## config.mk

```make
export PLATFORM = sky130hd
export DESIGN_NAME = picosoc_bus_bridge_flat
export DESIGN_NICKNAME = d
export VERILOG_FILES = /design/src/rtl/picosoc_bus_bridge_if.sv /design/src/rtl/picosoc_bus_bridge.sv /design/src/flat_wrapper.sv
export SDC_FILE = /design/constraint.sdc
export NUM_CORES = 1
export LEC_CHECK = 0
export ABC_AREA = 1
export CAP_MARGIN = 15
export CORE_ASPECT_RATIO = 0.8
export CORE_UTILIZATION = 43
export DETAILED_ROUTE_END_ITERATION = 8
export PLACE_DENSITY = 0.81
export SLEW_MARGIN = 20
export SYNTH_ARGS = -nofsm -noshare
export SYNTH_HDL_FRONTEND = slang
export SYNTH_SLANG_ARGS = --single-unit
```

## constraint.sdc

```tcl
create_clock -name clk -period 1.9 [get_ports clk]
set_input_delay 0.38 -clock clk [delete_from_list [all_inputs] [get_ports clk]]
set_output_delay 0.38 -clock clk [all_outputs]
set_load 0.02 [all_outputs]
```

## src/rtl/picosoc_bus_bridge_if.sv

```systemverilog
// Bus bundle between the picorv32 native port, the RAM wrapper and the IO port.
// slave = the bridge's view; master = the CPU/RAM/peripheral environment.
interface picosoc_bus_bridge_if;
  logic        mem_valid;
  logic [31:0] mem_addr;
  logic [31:0] mem_wdata;
  logic [3:0]  mem_wstrb;
  logic        mem_ready;
  logic [31:0] mem_rdata;

  logic [3:0]  ram_wen;
  logic [21:0] ram_addr;
  logic [31:0] ram_wdata;
  logic [31:0] ram_rdata;
  logic        ram_ready;

  logic        iomem_valid;
  logic [3:0]  iomem_wstrb;
  logic [31:0] iomem_addr;
  logic [31:0] iomem_wdata;
  logic        iomem_ready;
  logic [31:0] iomem_rdata;

  logic        bus_err;

  modport slave (
    input  mem_valid, mem_addr, mem_wdata, mem_wstrb,
    output mem_ready, mem_rdata,
    output ram_wen, ram_addr, ram_wdata,
    input  ram_rdata, ram_ready,
    output iomem_valid, iomem_wstrb, iomem_addr, iomem_wdata,
    input  iomem_ready, iomem_rdata,
    output bus_err
  );

  modport master (
    output mem_valid, mem_addr, mem_wdata, mem_wstrb,
    input  mem_ready, mem_rdata,
    input  ram_wen, ram_addr, ram_wdata,
    output ram_rdata, ram_ready,
    input  iomem_valid, iomem_wstrb, iomem_addr, iomem_wdata,
    output iomem_ready, iomem_rdata,
    input  bus_err
  );
endinterface

```

## src/rtl/picosoc_bus_bridge.sv

```systemverilog
// picorv32 native bus -> on-chip RAM / iomem bridge with registered outputs.
// Define BUS_TIMEOUT_EN to bound IO waits to TIMEOUT_CYCLES and flag expiry on bus_err.
module picosoc_bus_bridge #(
  parameter int unsigned RAM_WORDS      = 1024,
  parameter logic [7:0]  IO_BASE_HI     = 8'h02,
  parameter int unsigned TIMEOUT_CYCLES = 255
) (
  input  logic                       clk,
  input  logic                       resetn,
  picosoc_bus_bridge_if.slave        bus
);
  localparam logic [31:0] RAM_BYTES = 32'(4 * RAM_WORDS);

  if (RAM_BYTES > {IO_BASE_HI, 24'h0} || TIMEOUT_CYCLES == 0) begin : g_cfg_err
    $error("picosoc_bus_bridge: RAM region overlaps IO_BASE_HI or TIMEOUT_CYCLES is 0");
  end

  typedef enum logic [2:0] {
    IDLE, RD_WAIT, RD_CAP, WR_GUARD, WR_WAIT, IO_WAIT, DONE
  } state_e;

  state_e      state_q, state_d;
  logic        mem_ready_q, mem_ready_d;
  logic [31:0] mem_rdata_q, mem_rdata_d;
  logic [3:0]  ram_wen_q, ram_wen_d;
  logic [21:0] ram_addr_q, ram_addr_d;
  logic [31:0] ram_wdata_q, ram_wdata_d;
  logic        iomem_valid_q, iomem_valid_d;
  logic [3:0]  iomem_wstrb_q, iomem_wstrb_d;
  logic [31:0] iomem_addr_q, iomem_addr_d;
  logic [31:0] iomem_wdata_q, iomem_wdata_d;
  logic        bus_err_q, bus_err_d;
  logic        ram_hit, io_hit, wen_partial;

`ifdef BUS_TIMEOUT_EN
  localparam int CNT_W = ($clog2(TIMEOUT_CYCLES + 1) > 8) ? $clog2(TIMEOUT_CYCLES + 1) : 8;
  logic [CNT_W-1:0] io_cnt_q, io_cnt_d;
`endif

  assign ram_hit     = bus.mem_addr < RAM_BYTES;
  assign io_hit      = bus.mem_addr[31:24] == IO_BASE_HI;
  assign wen_partial = (ram_wen_q != 4'h0) && (ram_wen_q != 4'hF);

  always_comb begin
    state_d       = state_q;
    mem_ready_d   = 1'b0;
    mem_rdata_d   = mem_rdata_q;
    ram_wen_d     = ram_wen_q;
    ram_addr_d    = ram_addr_q;
    ram_wdata_d   = ram_wdata_q;
    iomem_valid_d = iomem_valid_q;
    iomem_wstrb_d = iomem_wstrb_q;
    iomem_addr_d  = iomem_addr_q;
    iomem_wdata_d = iomem_wdata_q;
    bus_err_d     = bus_err_q;
`ifdef BUS_TIMEOUT_EN
    io_cnt_d      = io_cnt_q;
`endif
    case (state_q)
      // mem_ready_q high means the CPU is still holding the request it just
      // completed; skipping that cycle prevents a second issue.
      IDLE: if (bus.mem_valid && !mem_ready_q) begin
        if (ram_hit) begin
          ram_addr_d  = bus.mem_addr[23:2];
          ram_wdata_d = bus.mem_wdata;
          if (bus.mem_wstrb == 4'h0) begin
            state_d = RD_WAIT;
          end else begin
            ram_wen_d = bus.mem_wstrb;
            state_d   = WR_GUARD;
          end
        end else if (io_hit) begin
          iomem_valid_d = 1'b1;
          iomem_addr_d  = bus.mem_addr;
          iomem_wdata_d = bus.mem_wdata;
          iomem_wstrb_d = bus.mem_wstrb;
`ifdef BUS_TIMEOUT_EN
          io_cnt_d      = '0;
`endif
          state_d       = IO_WAIT;
        end else begin
          bus_err_d   = 1'b1;
          mem_rdata_d = 32'h0;
          state_d     = WR_GUARD;
        end
      end
      RD_WAIT: state_d = RD_CAP;
      RD_CAP: begin
        mem_rdata_d = bus.ram_rdata;
        state_d     = DONE;
      end
      // One-cycle settle shared by all writes and unmapped accesses; only a
      // partial write goes on to wait for the RAM, since ram_ready is stale here.
      WR_GUARD: begin
        if (wen_partial) begin
          state_d = WR_WAIT;
        end else begin
          ram_wen_d = 4'h0;
          state_d   = DONE;
        end
      end
      WR_WAIT: if (bus.ram_ready) begin
        ram_wen_d = 4'h0;
        state_d   = DONE;
      end
      IO_WAIT: begin
        if (bus.iomem_ready) begin
          mem_rdata_d   = bus.iomem_rdata;
          iomem_valid_d = 1'b0;
          state_d       = DONE;
        end
`ifdef BUS_TIMEOUT_EN
        else if (io_cnt_q == CNT_W'(TIMEOUT_CYCLES - 1)) begin
          mem_rdata_d   = 32'hFFFF_FFFF;
          iomem_valid_d = 1'b0;
          bus_err_d     = 1'b1;
          state_d       = DONE;
        end else begin
          io_cnt_d = io_cnt_q + 1'b1;
        end
`endif
      end
      DONE: begin
        mem_ready_d = 1'b1;
        state_d     = IDLE;
      end
      default: state_d = IDLE;
    endcase
  end

  always_ff @(posedge clk or negedge resetn) begin
    if (!resetn) begin
      state_q       <= IDLE;
      mem_ready_q   <= 1'b0;
      mem_rdata_q   <= 32'h0;
      ram_wen_q     <= 4'h0;
      ram_addr_q    <= 22'h0;
      ram_wdata_q   <= 32'h0;
      iomem_valid_q <= 1'b0;
      iomem_wstrb_q <= 4'h0;
      iomem_addr_q  <= 32'h0;
      iomem_wdata_q <= 32'h0;
      bus_err_q     <= 1'b0;
`ifdef BUS_TIMEOUT_EN
      io_cnt_q      <= '0;
`endif
    end else begin
      state_q       <= state_d;
      mem_ready_q   <= mem_ready_d;
      mem_rdata_q   <= mem_rdata_d;
      ram_wen_q     <= ram_wen_d;
      ram_addr_q    <= ram_addr_d;
      ram_wdata_q   <= ram_wdata_d;
      iomem_valid_q <= iomem_valid_d;
      iomem_wstrb_q <= iomem_wstrb_d;
      iomem_addr_q  <= iomem_addr_d;
      iomem_wdata_q <= iomem_wdata_d;
      bus_err_q     <= bus_err_d;
`ifdef BUS_TIMEOUT_EN
      io_cnt_q      <= io_cnt_d;
`endif
    end
  end

  assign bus.mem_ready   = mem_ready_q;
  assign bus.mem_rdata   = mem_rdata_q;
  assign bus.ram_wen     = ram_wen_q;
  assign bus.ram_addr    = ram_addr_q;
  assign bus.ram_wdata   = ram_wdata_q;
  assign bus.iomem_valid = iomem_valid_q;
  assign bus.iomem_wstrb = iomem_wstrb_q;
  assign bus.iomem_addr  = iomem_addr_q;
  assign bus.iomem_wdata = iomem_wdata_q;
  assign bus.bus_err     = bus_err_q;
endmodule
```

## src/flat_wrapper.sv

```systemverilog
// flat-port wrapper written by rule: the top's interface ports become plain ports
module picosoc_bus_bridge_flat 
#(
  parameter int unsigned RAM_WORDS      = 1024,
  parameter logic [7:0]  IO_BASE_HI     = 8'h02,
  parameter int unsigned TIMEOUT_CYCLES = 255
)
  (clk, resetn, bus_mem_valid, bus_mem_addr, bus_mem_wdata, bus_mem_wstrb, bus_mem_ready, bus_mem_rdata, bus_ram_wen, bus_ram_addr, bus_ram_wdata, bus_ram_rdata, bus_ram_ready, bus_iomem_valid, bus_iomem_wstrb, bus_iomem_addr, bus_iomem_wdata, bus_iomem_ready, bus_iomem_rdata, bus_bus_err);
  picosoc_bus_bridge_if bus_i ();
  input  logic clk;
  input  logic resetn;
  input wire logic [$bits(bus_i.mem_valid)-1:0] bus_mem_valid;
  input wire logic [$bits(bus_i.mem_addr)-1:0] bus_mem_addr;
  input wire logic [$bits(bus_i.mem_wdata)-1:0] bus_mem_wdata;
  input wire logic [$bits(bus_i.mem_wstrb)-1:0] bus_mem_wstrb;
  output wire logic [$bits(bus_i.mem_ready)-1:0] bus_mem_ready;
  output wire logic [$bits(bus_i.mem_rdata)-1:0] bus_mem_rdata;
  output wire logic [$bits(bus_i.ram_wen)-1:0] bus_ram_wen;
  output wire logic [$bits(bus_i.ram_addr)-1:0] bus_ram_addr;
  output wire logic [$bits(bus_i.ram_wdata)-1:0] bus_ram_wdata;
  input wire logic [$bits(bus_i.ram_rdata)-1:0] bus_ram_rdata;
  input wire logic [$bits(bus_i.ram_ready)-1:0] bus_ram_ready;
  output wire logic [$bits(bus_i.iomem_valid)-1:0] bus_iomem_valid;
  output wire logic [$bits(bus_i.iomem_wstrb)-1:0] bus_iomem_wstrb;
  output wire logic [$bits(bus_i.iomem_addr)-1:0] bus_iomem_addr;
  output wire logic [$bits(bus_i.iomem_wdata)-1:0] bus_iomem_wdata;
  input wire logic [$bits(bus_i.iomem_ready)-1:0] bus_iomem_ready;
  input wire logic [$bits(bus_i.iomem_rdata)-1:0] bus_iomem_rdata;
  output wire logic [$bits(bus_i.bus_err)-1:0] bus_bus_err;
  assign bus_i.mem_valid = bus_mem_valid;
  assign bus_i.mem_addr = bus_mem_addr;
  assign bus_i.mem_wdata = bus_mem_wdata;
  assign bus_i.mem_wstrb = bus_mem_wstrb;
  assign bus_mem_ready = bus_i.mem_ready;
  assign bus_mem_rdata = bus_i.mem_rdata;
  assign bus_ram_wen = bus_i.ram_wen;
  assign bus_ram_addr = bus_i.ram_addr;
  assign bus_ram_wdata = bus_i.ram_wdata;
  assign bus_i.ram_rdata = bus_ram_rdata;
  assign bus_i.ram_ready = bus_ram_ready;
  assign bus_iomem_valid = bus_i.iomem_valid;
  assign bus_iomem_wstrb = bus_i.iomem_wstrb;
  assign bus_iomem_addr = bus_i.iomem_addr;
  assign bus_iomem_wdata = bus_i.iomem_wdata;
  assign bus_i.iomem_ready = bus_iomem_ready;
  assign bus_i.iomem_rdata = bus_iomem_rdata;
  assign bus_bus_err = bus_i.bus_err;
  picosoc_bus_bridge #(.RAM_WORDS(RAM_WORDS), .IO_BASE_HI(IO_BASE_HI), .TIMEOUT_CYCLES(TIMEOUT_CYCLES)) u_core (.clk(clk), .resetn(resetn), .bus(bus_i));
endmodule
```

; ---- Word level (Yosys, flattened, before mapping)
; Index checks and enable logic that the tools add are counted.
[totals]
out_inout_bits = 161
reg_bits = 164
[op_classes]
order_cmp = 1
bitwise_logic = 2
n_mux = 25
n_reduce_logical = 16
eq_ne = 17
[op_table]
columns = cell, n
row1 = 2-to-1 mux 32 bit, 4
row2 = one-hot mux 32 bit (3 select lines), 1
row3 = "less-than comparator 32 x 13 -> 1 bit, second input constant", 1
row4 = 2-to-1 mux 4 bit, 5
row5 = one-hot mux 3 bit (6 select lines), 1
row6 = 2-to-1 mux 3 bit, 5
row7 = "!= test 2 bit, second input constant", 6
row8 = one-hot mux 4 bit (3 select lines), 1
row9 = AND reduction 5 bit, 2
row10 = "== test 3 bit, second input constant", 3
row11 = "== test 8 x 2 -> 1 bit, second input constant", 1
row12 = AND reduction 4 bit, 2
row13 = "== test 3 x 2 -> 1 bit, second input constant", 2
row14 = "!= test 2 x 1 -> 1 bit, second input constant", 3
row15 = AND reduction 3 bit, 2
row16 = AND reduction 6 bit, 1
row17 = nonzero test 3 bit, 2
row18 = 2-to-1 mux 1 bit, 5
row19 = zero test 4 bit, 1
row20 = 2-to-1 mux 2 bit, 2
row21 = "!= test 4 bit, second input constant", 1
row22 = nonzero test 4 bit, 1
row23 = "== test 3 x 1 -> 1 bit, second input constant", 1
row24 = zero test 3 bit, 1
row25 = other kinds (5), 7

; ---- Depth between registers and ports, before layout
; Gate-level depths: netlist of run 1.
[logic_depth]
word_depth = 5
ltp_mapped = 10
ltp_nobuf = 10

; ---- Worst setup path before layout of run 1
; Ideal clock, no wire load.
[synth_timing]
path_kind = reg2reg
startpoint = reg u_core.mem_ready_q, in the netlist u_core.bus.mem_ready
endpoint = reg u_core.mem_rdata_q[12], in the netlist u_core.bus.mem_rdata[12]
path_stages_with_launch = 9
t_arrival_ns = 1.439
slack_ns = 0.344
required_time_ns = 1.783
setup_ns = 0.117
path_cell_list = dfrtp_1 or2_4 nor2_1 nand2_1 nand2_1 nand3_2 buf_2 nand2_1 nand2_1
[synth_via]
elab_chain_cells = 4
[synth_rtl]
columns = item, line_no
row1 = from (decl), picosoc_bus_bridge.sv:23  ; logic mem_ready_q, mem_ready_d;
row2 = from (signal assigned), picosoc_bus_bridge.sv:149  ; mem_ready_q <= mem_ready_d;
row3 = zero test 1 bit, picosoc_bus_bridge.sv:62  ; IDLE: if (bus.mem_valid && !mem_ready_q) begin
row4 = logical AND 1 bit, picosoc_bus_bridge.sv:62
row5 = != test 2 x 1 -> 1 bit (no line), -
row6 = AND reduction 5 bit (no line), -
row7 = to (signal assigned), picosoc_bus_bridge.sv:150  ; mem_rdata_q <= mem_rdata_d;
row8 = to (decl), picosoc_bus_bridge.sv:24  ; logic [31:0] mem_rdata_q, mem_rdata_d;
; Every way passes these cells.
; A chain may end at the register's enable or synchronous reset.

; ---- Worst setup path in the final report of run 1
[layout_timing]
startpoint = reg u_core.ram_wen_q[2], in the netlist u_core.bus.ram_wen[2]
endpoint = out bus_ram_wen[2]
[layout_lines]
columns = item, line_no
row1 = from (decl), picosoc_bus_bridge.sv:25  ; logic [3:0] ram_wen_q, ram_wen_d;
row2 = from (signal assigned), picosoc_bus_bridge.sv:151  ; ram_wen_q <= ram_wen_d;
row3 = to (decl), flat_wrapper.sv:18  ; output wire logic [$bits(bus_i.ram_wen)-1:0] bus_ram_wen;
; No word-level cell between the ends.

==> results of run 1 <==
-- how the worst max path moves through the flow --
stage,from,endpoint,slack [ns]
after floorplan,u_core.bus.mem_ready,u_core.bus.mem_rdata[12],0.34
after global placement,bus_mem_addr[27],u_core.bus.ram_addr[4],-0.25
after detailed placement,bus_mem_addr[27],u_core.bus.ram_addr[3],-0.26
after CTS,u_core.bus.ram_wen[0],bus_ram_wen[0],0.03
after global routing,u_core.bus.ram_addr[10],bus_ram_addr[10],0.01
final,u_core.bus.ram_wen[2],bus_ram_wen[2],0.07
-- kinds of logic (layout without fill, tap and decap cells) --
group	Yosys count	after routing	synth area share
buffers and inverters	158	472	0.0882
AOI/OAI and AO/OA	92	92	0.0716
DFF	164	164	0.578
and+or+nand+nor	434	434	0.262
-- layer usage --
metal  share of wire  routed length (um)
met5               0                   0
met4           0.021                 444
met3           0.078                1670
met2            0.49               10400
met1            0.42                8910
-- sequential cells by signal, summed over array words and instances, names as in the netlist, 3 cells and up --
register and count:
u_core.bus.iomem_addr 32, u_core.bus.iomem_wdata 32, u_core.bus.iomem_wstrb 4, u_core.bus.mem_rdata 32, u_core.bus.ram_addr 22, u_core.bus.ram_wdata 32, u_core.bus.ram_wen 4, u_core.state_q 3
-- power groups by stage --
| stage | Sequential, mW | Combinational, mW | Clock [mW] |
|---|---|---|---|
| 4_1_cts | 4.18 | 3.64 | 3.92 |
| 6_report | 4.18 | 3.62 | 3.85 |
| 2_1_floorplan | 4.66 | 1.38 | 0 |
| 3_3_place_gp | 4.22 | 3.58 | 0 |
| 3_5_place_dp | 4.23 | 3.63 | 0 |
| 5_1_grt | 4.23 | 3.94 | 4.06 |
-- cells in the mapped netlist, drive strengths merged --
library cell / n
nand3: 63
clkbuf: 32
clkinv: 1
buf: 17
nand4: 36
and2: 1
dfrtp: 164
a21oi: 1
or2: 2
o21ai: 56
o21a: 1
nand2: 297
o21bai: 1
a21boi: 1
nor2: 35
inv: 108
o22ai: 32
-- area by class of cell --
| type | instances | area (um^2) |
|---|---|---|
| multi-input combinational | 526 | 2370 |
| inverter | 109 | 409 |
| clock inverter | 12 | 228 |
| sequential | 164 | 4100 |
| fill | 1224 | 4720 |
| clock buffer | 17 | 425 |
| tap | 215 | 269 |
| timing repair buffer | 334 | 3430 |
-- repair_timing --
| action | CTS | global route |
|---|---|---|
| hold endpoints to repair | 35 | 0 |
| endpoints found under the setup margin | 0 | 1 |
| hold buffers | 1 | 0 |
| gates resized for setup | 0 | 1 |
| buffers inserted | 0 | 0 |
==> results.cfg, run 1 <==
[pwr]
share_clk_of_total_power = 0.331
p_seq_frac = 0.359
net-switching-power_mw = 3.70
p_per_area_mw_per_mm2 = 1040
leakagePower_nw = 5.86
power.total_mw = 11.6
irDropWorstVdd_uv = 598
logic_pwr_share = 0.311
intPower_mw = 7.95
p_sw_frac = 0.318

[floorplan]
die-width_um = 146
row_count = 41
die-area_mm2 = 0.0170
core_area_mm2 = 0.0160
ioPinCount = 298
initial_cell_density_of_the_core = 0.445
die_h_um = 117

[grt]
grt_pass1_wl_um = 33600
grt_max_degree = 50
globalRoute.totalOverflow = 0
track_usage = 0.254
antenna_found_initial = 0
vias_in_the_first_global_route = 6464
global_route.usage.met1 = 0.319
grt-busiest-layer = met2
globalRouteMet3Util = 0.0713
groute.layer.met2.usage = 0.431

[routing]
drt-wirelength-per-cell_um = 15.5
drc_errors = 0
detailroute.via_count = 6839
vias_per_cell = 4.97
first_iter_violations = 466
postRouteAntennaNets = 0
detailedRoute.firstPassIterationCount = 5
drt-total-wl_um = 21400

[yosys]
netlist_instances = 848
syn_area_mm2 = 0.00709
syn-mean-instance-area_um2 = 8.37
yosysSeqAreaShare = 0.578
post_synth_num_cell_types = 26
synth_top_cells_by_area = dfrtp_1, nand2_1, inv_1, nand3_1, o21ai_0
synth_largest_area_cell = dfrtp_1
synth_fp_nets = 985
netlist.area_leader.share = 0.578
number_of_warnings_reported_in_the_yosys_synthesis_log = 0
ys_seq_elements = 164

[timing]
setup_tns_ns = 0
timing.final.hold_violations = 0
worst_clock_skew_on_the_final_layout_ns = 0.00797
layout_setup_ws_ns = 0.0702
final.period_utilization = 0.963
final-max-slew-violation-count = 0
unrepaired_setup_endpoints_after_global_routing = no
post_route_hold_slack_ns = 0.453
fin_crit_ns = 1.83
worstMarginPinSlew_ns = 0.391
max-slew-margin-rel = 0.739
max_freq_ghz = 0.547
final_report_setup_violation_count = 0

[worst_setup_path]
timing.critical_path.slowest_cell_delay_ns = 0.63
crit-reg2reg-launch = u_core.state_q[1]
timing.critical_path.arrival_ns = 1.45
critPathMaxFanout = 4
reg2reg_slack_ns = 0.24
worstSetupPathDepth = 1
worstPathCellList = clkdlybuf4s50_1
reg2reg_depth = 8
crit_path_start_kind = flip-flop
setup.worst_path.class = flip-flop to output pin
r2r_end = u_core.bus.ram_wdata[14]
setup.worst_path.end_class = output pin
cp_data_required_time_ns = 1.52
critical-path-slowest-cell = clkdlybuf4s50_1
cpLargestDelayFamily = buffers and inverters
cp_num_buf_inv = 1

[clock_tree]
clock_tree.buffer_depth = 2
insertion_delay_ns = 0.42
root_buffer = clkbuf_16
clk_pin_slew_worst_paths_ns = 0.06
htree_num_levels = 4
numClockSinks = 164
tritoncts.num_buffers = 17
cts_tree = done

[finish]
layout-drive-gt1-share = 0.0688
num-nets-final = 1289
instances_no_fill = 1377
final_design_area_no_fill_mm2 = 0.0112
num_antenna_cells = 0
most_common_cell_after_layout_fill_and_taps_aside = nand2_1
post-route-util = 0.704
flow.area_growth_from_synthesis_pct = 58.4
layout_common_cells = nand2_1, clkdlybuf4s50_1, dfrtp_1

[placed_design]
preCtsSetupSlack_ns = -0.257
port_buffers = 297
dp_cells = 1347
place.detailed.hpwl_um = 15200
placed_cell_area_mm2 = 0.0106
gp_routability_congestion = 0.861

[run_status]
outcome = finished clean

[run]
max_cap_viol_count = 0

[hold_path]
worst_hold_path_type = input port to asynchronous set/reset pin
No activity file was read; power rests on OpenSTA's default activity.
==> run 2, diff against run 1 <==
Settings changed: CORE_UTILIZATION 43 to 55, DONT_BUFFER_PORTS set to 1, PLACE_DENSITY 0.81 to 0.7.
==> run 2 against run 1 <==
Net effect: the flow now finishes with violations (negative hold slack); combinational power decreased by 48%; die area down 22%; cell count shrank 26%; via count is 17% lower; sequential share of layout area increased by 15 points; critical endpoint is now u_core.bus.iomem_valid.
==> results.cfg, run 2 (synthesis gave the netlist of run 1 again) <==
[worst_setup_path]
critPathMaxFanout = 27
setup.worst_path.class = flip-flop to flip-flop
crit_path_start_kind = flip-flop
timing.critical_path.arrival_ns = 1.98
cp_data_required_time_ns = 2.21
setup.worst_path.end_class = flip-flop
reg2reg_depth = 8

[routing]
detailroute.via_count = 5708
drc_errors = 0
vias_per_cell = 5.60
drt-total-wl_um = 18100
detailedRoute.firstPassIterationCount = 5
drt-wirelength-per-cell_um = 17.7
postRouteAntennaNets = 0
first_iter_violations = 471

[floorplan]
die-area_mm2 = 0.0134
row_count = 36
die_h_um = 104
initial_cell_density_of_the_core = 0.573
ioPinCount = 298
core_area_mm2 = 0.0124
die-width_um = 129

[timing]
fin_crit_ns = 1.67
worstMarginPinSlew_ns = 0.406
final_report_setup_violation_count = 0
max_freq_ghz = 0.599
worst_clock_skew_on_the_final_layout_ns = 0.00818
post_route_hold_slack_ns = -0.347
max-slew-margin-rel = 0.729
layout_setup_ws_ns = 0.229
final.period_utilization = 0.879
final-max-slew-violation-count = 0
setup_tns_ns = 0
timing.final.hold_violations = 164
unrepaired_setup_endpoints_after_global_routing = no

[hold_path]
worst_hold_path_type = input port to asynchronous set/reset pin

[clock_tree]
cts_resized = 0
insertion_delay_ns = 0.42
clk_pin_slew_worst_paths_ns = 0.06
root_buffer = clkbuf_16
numClockSinks = 164
tritoncts.num_buffers = 17
clock_tree.buffer_depth = 2
htree_num_levels = 4
cts_tree = done
postCtsSetupBuffers = 0

[grt]
grt_max_degree = 165
grt_pass1_wl_um = 28800
globalRoute.totalOverflow = 0
track_usage = 0.281
vias_in_the_first_global_route = 5677
antenna_found_initial = 0

[finish]
num_antenna_cells = 0
sequential_standard_cell_area_mm2 = 0.00410
flow.area_growth_from_synthesis_pct = 11.7
layout-drive-gt1-share = 0.0730
most_common_cell_after_layout_fill_and_taps_aside = nand2_1
final_design_area_no_fill_mm2 = 0.00793
multi_input_comb_area_mm2 = 0.00237
num-nets-final = 973
layout_common_cells = nand2_1, dfrtp_1, inv_1
nFillCells = 1055

[run]
max_cap_viol_count = 0

[run_status]
failed_checks = negative hold slack
outcome = finished with violations

[pwr]
p_sw_frac = 0.337
net-switching-power_mw = 3.42
p_seq_frac = 0.464
logic_pwr_share = 0.186
irDropWorstVdd_uv = 858
share_clk_of_total_power = 0.349
p_per_area_mw_per_mm2 = 1280
leakagePower_nw = 4.58
intPower_mw = 6.73

[placed_design]
place.detailed.hpwl_um = 12500
port_buffers = 0
gp_routability_congestion = 0.839
preCtsSetupSlack_ns = 0.144
placed_cell_area_mm2 = 0.00731
-- run 2: path summary, 6_finish.rpt --
kind | start | slack (ns) | end
hold / removal | resetn | -0.35 | u_core.bus.mem_rdata[28]
min in group clk | bus_mem_addr[2] | 0.06 | u_core.bus.ram_addr[0]
setup reg to reg | u_core.state_q[1] | 0.23 | u_core.bus.iomem_valid
setup / recovery | u_core.state_q[1] | 0.23 | u_core.bus.iomem_valid
max in group asynchronous | resetn | 2.02 | u_core.bus.iomem_addr[28]
hold reg to reg | u_core.state_q[0] | 0.50 | u_core.bus.mem_ready
-- run 2: worst max-delay path, cell delays in order, from the launching register on --
cell and delay [ns]:
dfrtp_1 0.43, inv_2 0.08, nand3_2 0.12, inv_2 0.08, nand4_4 0.13, buf_4 0.18, buf_4 0.28, nand2_1 0.08
o21a_1 0.17
-- run 2: metrics by stage --
stage	cells	power [mW]	utilization
after global routing	1020	10.6	0.640
after CTS	1020	10.2	0.640
after global placement	988	6.55	0.590
after floorplan	848	6.04	-
after detailed placement	988	6.64	0.590
final	1020	10.2	0.640
-- run 2: layout make-up --
| class | count | share of cell area |
|---|---|---|
| clock buffers | 22 | 0.0598 |
| well taps | 171 | 0.0270 |
| multi-input cells | 526 | 0.299 |
| repair buffers | 18 | 0.0265 |
| inverters | 109 | 0.0516 |
| flip-flops and latches | 164 | 0.518 |
| clock inverters | 10 | 0.0183 |
-- run 2: routing by layer --
metal,part of all wire,track usage
met1,0.39,0.338
met2,0.47,0.452
met3,0.11,0.110
met4,0.027,0.113
met5,0,0
-- run 2: power groups by stage --
stage | combinational (mW) | clock [mW] | sequential [mW]
floorplan | 1.38 | 0 | 4.66
global placement | 1.78 | 0 | 4.77
detailed placement | 1.87 | 0 | 4.77
CTS | 1.87 | 3.61 | 4.72
global route | 2.12 | 3.75 | 4.76
finish | 1.89 | 3.55 | 4.72
